===== src/rtl/mem_arb_pkg.sv =====
// Shared types and default widths for the IFU/LSU memory port arbiter.
package mem_arb_pkg;

    localparam int unsigned DEF_ADDR_W = 32;
    localparam int unsigned DEF_DATA_W = 32;
    localparam int unsigned DEF_WOP_W  = 3;

    typedef enum logic [1:0] {
        IDLE  = 2'd0,
        ISSUE = 2'd1,
        WAIT  = 2'd2,
        RESP  = 2'd3
    } state_e;

    typedef enum logic {
        OWN_IFU = 1'b0,
        OWN_LSU = 1'b1
    } owner_e;

endpackage


===== src/rtl/mem_arb_sel.sv =====
// Combinational grant between IFU and LSU requests.
// MEM_ARB_RR_EN selects round-robin on contention; otherwise LSU has fixed priority.
module mem_arb_sel
    import mem_arb_pkg::*;
(
`ifdef MEM_ARB_RR_EN
    input  owner_e last_grant,
`endif
    input  logic   ifu_valid,
    input  logic   lsu_valid,
    output logic   gnt_ifu_c,
    output logic   gnt_lsu_c
);

    always_comb begin
        gnt_ifu_c = ifu_valid && !lsu_valid;
        gnt_lsu_c = lsu_valid && !ifu_valid;
        if (ifu_valid && lsu_valid) begin
`ifdef MEM_ARB_RR_EN
            // Contention goes to whichever side was not granted last.
            if (last_grant == OWN_LSU) begin
                gnt_ifu_c = 1'b1;
            end else begin
                gnt_lsu_c = 1'b1;
            end
`else
            // LSU wins so a blocked load can never starve behind fetch.
            gnt_lsu_c = 1'b1;
`endif
        end
    end

endmodule


===== src/rtl/mem_port_arbiter.sv =====
// Shares one memory port between IFU and LSU, one transaction outstanding at a time.
// Define MEM_ARB_RR_EN for round-robin contention handling (default: LSU priority).
module mem_port_arbiter
    import mem_arb_pkg::*;
#(
    parameter int unsigned ADDR_W = DEF_ADDR_W,
    parameter int unsigned DATA_W = DEF_DATA_W,
    parameter int unsigned WOP_W  = DEF_WOP_W
) (
    input  logic              clk,
    input  logic              rst,
    input  logic              ifu_req_valid,
    output logic              ifu_req_ready,
    input  logic [ADDR_W-1:0] ifu_addr,
    output logic              ifu_rsp_valid,
    input  logic              ifu_rsp_ready,
    output logic [DATA_W-1:0] ifu_rsp_data,
    input  logic              lsu_req_valid,
    output logic              lsu_req_ready,
    input  logic [ADDR_W-1:0] lsu_addr,
    input  logic              lsu_wen,
    input  logic [WOP_W-1:0]  lsu_wop,
    input  logic [DATA_W-1:0] lsu_wdata,
    output logic              lsu_rsp_valid,
    input  logic              lsu_rsp_ready,
    output logic [DATA_W-1:0] lsu_rsp_data,
    output logic              mem_req_valid,
    input  logic              mem_req_ready,
    output logic [ADDR_W-1:0] mem_addr,
    output logic              mem_wen,
    output logic [WOP_W-1:0]  mem_wop,
    output logic [DATA_W-1:0] mem_wdata,
    input  logic              mem_rsp_valid,
    output logic              mem_rsp_ready,
    input  logic [DATA_W-1:0] mem_rsp_data,
    output logic              busy
);

    state_e            state_q, state_d;
    owner_e            owner_q;
    logic [DATA_W-1:0] rdata_q;
    logic              gnt_ifu_c, gnt_lsu_c;
    logic              ifu_acc_c, lsu_acc_c;

`ifdef MEM_ARB_RR_EN
    owner_e last_grant_q;
`endif

    mem_arb_sel u_sel (
`ifdef MEM_ARB_RR_EN
        .last_grant (last_grant_q),
`endif
        .ifu_valid  (ifu_req_valid),
        .lsu_valid  (lsu_req_valid),
        .gnt_ifu_c  (gnt_ifu_c),
        .gnt_lsu_c  (gnt_lsu_c)
    );

    assign ifu_acc_c    = ifu_req_valid && ifu_req_ready;
    assign lsu_acc_c    = lsu_req_valid && lsu_req_ready;
    assign busy         = (state_q != IDLE);
    assign ifu_rsp_data = rdata_q;
    assign lsu_rsp_data = rdata_q;

    // Next state and handshake outputs; everything held low while in reset.
    always_comb begin
        state_d       = state_q;
        ifu_req_ready = 1'b0;
        lsu_req_ready = 1'b0;
        mem_req_valid = 1'b0;
        mem_rsp_ready = 1'b0;
        ifu_rsp_valid = 1'b0;
        lsu_rsp_valid = 1'b0;
        if (rst) begin
            case (state_q)
                IDLE: begin
                    ifu_req_ready = gnt_ifu_c;
                    lsu_req_ready = gnt_lsu_c;
                    if (gnt_ifu_c || gnt_lsu_c) begin
                        state_d = ISSUE;
                    end
                end
                ISSUE: begin
                    mem_req_valid = 1'b1;
                    if (mem_req_ready) begin
                        state_d = WAIT;
                    end
                end
                WAIT: begin
                    mem_rsp_ready = 1'b1;
                    if (mem_rsp_valid) begin
                        state_d = RESP;
                    end
                end
                RESP: begin
                    if (owner_q == OWN_IFU) begin
                        ifu_rsp_valid = 1'b1;
                        if (ifu_rsp_ready) begin
                            state_d = IDLE;
                        end
                    end else begin
                        lsu_rsp_valid = 1'b1;
                        if (lsu_rsp_ready) begin
                            state_d = IDLE;
                        end
                    end
                end
                default: state_d = IDLE;
            endcase
        end
    end

    // State, latched request fields and captured response data.
    always_ff @(posedge clk) begin
        if (!rst) begin
            state_q   <= IDLE;
            owner_q   <= OWN_IFU;
            mem_addr  <= '0;
            mem_wen   <= 1'b0;
            mem_wop   <= '0;
            mem_wdata <= '0;
            rdata_q   <= '0;
        end else begin
            state_q <= state_d;
            if (ifu_acc_c) begin
                owner_q   <= OWN_IFU;
                mem_addr  <= ifu_addr;
                mem_wen   <= 1'b0;
                mem_wop   <= '0;
                mem_wdata <= '0;
            end else if (lsu_acc_c) begin
                owner_q   <= OWN_LSU;
                mem_addr  <= lsu_addr;
                mem_wen   <= lsu_wen;
                mem_wop   <= lsu_wop;
                mem_wdata <= lsu_wdata;
            end
            if (mem_rsp_valid && mem_rsp_ready) begin
                rdata_q <= mem_rsp_data;
            end
        end
    end

`ifdef MEM_ARB_RR_EN
    // Round-robin pointer moves only on an accepted request.
    always_ff @(posedge clk) begin
        if (!rst) begin
            last_grant_q <= OWN_IFU;
        end else if (ifu_acc_c) begin
            last_grant_q <= OWN_IFU;
        end else if (lsu_acc_c) begin
            last_grant_q <= OWN_LSU;
        end
    end
`endif

endmodule


===== config.mk =====
export PLATFORM = sky130hd
export DESIGN_NAME = mem_port_arbiter
export DESIGN_NICKNAME = d
export VERILOG_FILES = /design/src/rtl/mem_arb_pkg.sv /design/src/rtl/mem_arb_sel.sv /design/src/rtl/mem_port_arbiter.sv
export SDC_FILE = /design/constraint.sdc
export NUM_CORES = 1
export LEC_CHECK = 0
export BUFFER_PORTS_ARGS = -buffer_cell sky130_fd_sc_hd__buf_4
export CORE_AREA = 2 2 109 111
export CTS_BUF_LIST = sky130_fd_sc_hd__clkbuf_4 sky130_fd_sc_hd__clkbuf_8
export DETAILED_ROUTE_END_ITERATION = 8
export DIE_AREA = 0 0 111 113
export GPL_ROUTABILITY_DRIVEN = 0
export GPL_TIMING_DRIVEN = 1
export PLACE_DENSITY = 0.8
export SLEW_MARGIN = 20
export SYNTH_ARGS = -nofsm -noshare
export SYNTH_HDL_FRONTEND = slang
export SYNTH_SLANG_ARGS = --single-unit
export TNS_END_PERCENT = 1

===== constraint.sdc =====
create_clock -name clk -period 1.9 [get_ports clk]
set_input_delay 0.38 -clock clk [delete_from_list [all_inputs] [get_ports clk]]
set_output_delay 0.38 -clock clk [all_outputs]
set_load 0.01 [all_outputs]

==> impl_summary.log <==
[metrics] setup slack after layout: 0.0748 ns
[metrics] final-report hold violation count: 0
[metrics] number of routed nets with antenna violations: 0
[metrics] standard cell with the maximum stage delay on the critical path: dfxtp_2
[metrics] HPWL after DPL: 9720 um
[metrics] maximum number of pins on one net before global-route repair: 69
[metrics] clock-pin slew reported for the worst setup and hold paths after clock tree synthesis: 0.11 ns
[metrics] Area growth, synth to finish: 53.2%
[metrics] result of the run: finished, final reports clean
[metrics] via count: 4375
[metrics] Slew HR: between 70% and 80%
[metrics] worst min-delay path startpoint: mem_rsp_data[4]
[metrics] total core area: 0.0113 sq mm
[metrics] post-detailed-route via-to-cell ratio: 4.76
[metrics] number of flip-flops and latches in the synthesized netlist: 103
[metrics] die height: 113 um
[metrics] initial core utilization: 37.0%
[metrics] sequential power share: roughly 46%
[metrics] area enclosed by the die boundary: 0.0125 sq mm
[metrics] Routed WL per cell: ~14 um
[metrics] number of I/O pins: 279
[metrics] proportion of synthesized chip area in sequential cells: 49.4%
[metrics] number of cells produced by synthesis: 538
[metrics] Final Routed Wirelength: 12900 um
[metrics] final cycle utilization of the critical path: a little over nine tenths
[metrics] number of port buffers: roughly 280
[metrics] share of power burned in combinational logic: 31.1%
[metrics] Maximum Capacitance Violations: 0
[metrics] area share of the largest cell type after synthesis: between 40% and 50%
[metrics] antenna violations before repair: 1
[metrics] critical path buffer and inverter count: 4
[metrics] type of the most critical hold path: input pin to flop
[metrics] critical path data required time: 1.52 ns
[metrics] CTS H-tree depth: 3
[metrics] crit-path cells: inv_2 -> ha_4 -> nand4b_1 -> buf_6 -> inv_1 -> buf_4
[metrics] number of setup violations in the final report: 0
[metrics] Worst EP arrival: 1.45 ns
[metrics] startpoint of the most critical register-to-register path: state_q[0]
[metrics] Tightest Pin Transition: 0.436 ns
[metrics] number of clock sinks: ~100
[metrics] f_max: 548 MHz
[metrics] kind of start point of the critical path: flop
[metrics] count of unique library cells instantiated by Yosys: 23
[metrics] peak per-stage delay on the critical path: 0.36 ns
[metrics] DRC violation count after routing: 0
[metrics] clock share of power: 23.3%
[metrics] Core Rows: 39
[metrics] worst slack at placement: 0.228 ns
[metrics] clock period minus final worst setup slack: 1.83 ns
[metrics] Psw: 1.90 mW
[metrics] final hold slack: 0.192 ns
[metrics] RSZ-0062 raised after global routing: true
[metrics] leading area contributor after synthesis: dfxtp_1
[metrics] average size of a mapped cell: around 7.8 sq um
[metrics] number of max-slew violations in the final report: 0
[metrics] most frequent standard cell in the layout excluding fill and tap cells: buf_4
[metrics] net total in the final layout: about 910
[metrics] static leakage: around 2.9 nW
[metrics] Worst Path Max Fanout: 7
[metrics] internal power: 3.87 mW
[metrics] Final Skew: roughly 0.013 ns
[metrics] first drt pass iteration count: 4
[metrics] fraction of layout cells with a size suffix above 1: 40.9%
[metrics] grt ovf: 0
[metrics] most frequent cells in the layout: buf_4, nand2_1, dfxtp_1, o21ai_0, a21oi_1
[metrics] largest vdd supply drop: 0.000467 V
[metrics] Yosys warning total: 0
[metrics] clock tree from TritonCTS: yes
[metrics] Bufs on Longest Clock Path: 2
[metrics] die width: 111 um
[metrics] switching power as a share of total power: 33.0%
[metrics] clock latency of the later-clocked register in the worst-skew pair: ~0.38 ns
[metrics] synthesized net count: between 600 and 700
[metrics] Inserted Clock Buffers: 9
[metrics] CTS root buf: clkbuf_8
[metrics] Critical Path Start: state_q[0]
[metrics] cell family with the largest share of critical-path delay: buffers and inverters
[metrics] cell area after synthesis: about 0.0042 sq mm
[metrics] Power per Cell Area: 904 mW/mm^2
[metrics] Synth area leaders: dfxtp_1, nand2_1, o21ai_0, buf_4, a31oi_1
[metrics] initial detailed-routing violation count: 275
[metrics] cts hold-fix bufs: 0
[metrics] via count of the first global-routing pass: 4076
[metrics] global router's overall resource usage: 20.0%
[metrics] wire length of the first global-routing pass: 20200 um
[metrics] critical path class: flop to output port
[metrics] endpoint type of the worst setup path: output port
registers in the layout, summed over array words and instances (netlist names):
| register | cells |
|---|---|
| ifu_rsp_data | 32 |
| mem_addr | 32 |
| mem_wdata | 32 |
| mem_wop | 3 |
| state_q | 2 |
| mem_wen | 1 |
| owner_q | 1 |
worst min-delay path, delay by kind of cell:
kind,cells,cell delay (ns)
compound gates,1,0.05
simple gates,1,0.03
buf+inv,1,0.07
power by group through the flow:
stage	Clock [mW]	Sequential, mW	Combinational, mW
floorplan	0	2.78	0.777
global placement	0	2.67	1.76
detailed placement	0	2.68	1.78
CTS	1.40	2.64	1.81
global route	1.48	2.68	1.96
finish	1.34	2.64	1.80
cell usage after synthesis, drive strengths merged:
master,number
nand4b,1
nand3b,1
nor2,2
and2,2
clkbuf,17
buf,54
nor3b,1
nand2,205
a31oi,32
a21oi,37
a2111oi,1
o21ai,65
nand3,1
nor2b,2
and3,2
dfxtp,103
inv,5
ha,4
mux2i,3
routing by layer:
| metal | up-vias | GRT usage, % | wire [um] |
|---|---|---|---|
| li1 | 2197 | - | - |
| met1 | 1954 | 22.5 | 5010 |
| met2 | 205 | 35.1 | 6470 |
| met3 | 19 | 7.39 | 1230 |
| met4 | 0 | 7.17 | 226 |
| met5 | - | 0 | 0 |
kinds of logic after synthesis:
logic type / count (synthesis) / synth area share, %
and+or+nand+nor: 217 / 20.3
AOI/OAI and AO/OA: 135 / 17.7
DFF: 103 / 49.4
buffers and inverters: 76 / 10.7
adders and majority gates: 4 / 1.20
muxes: 3 / 0.719
worst paths after layout:
path	end	slack [ns]	cells past startpoint
worst max-delay path	ifu_req_ready	0.07	6
worst min register to register	mem_wdata[14]	0.46	2
worst max register to register	mem_addr[7]	0.32	8
worst min-delay path	ifu_rsp_data[4]	0.19	3
stage by stage:
step	power [mW]	instance area, sq um	util, %	TNS [ns]	cells
after global placement	4.43	6160	54.6	0	899
final	5.78	6390	56.7	0	919
after detailed placement	4.46	6160	54.6	0	899
after floorplan	3.56	4170	-	0	538
after global routing	6.13	6390	56.7	-0.00428	918
after CTS	5.85	6370	56.5	0	915
repair_timing:
item | 4_1_cts | 5_1_grt
gates resized for setup | 6 | 2
setup buffers | 0 | 3
setup endpoints to repair | 2 | 2
area by class of cell:
| class | instances | area [sq um] |
|---|---|---|
| diodes | 1 | 2.50 |
| multi-input cells | 359 | 1680 |
| inverters | 5 | 21.3 |
| clock buffers | 9 | 124 |
| fillers | 1076 | 4880 |
| flip-flops and latches | 103 | 2060 |
| well taps | 143 | 179 |
| repair buffers | 292 | 2260 |
| clock inverters | 7 | 65.1 |
No activity file was read; power rests on OpenSTA's default activity.
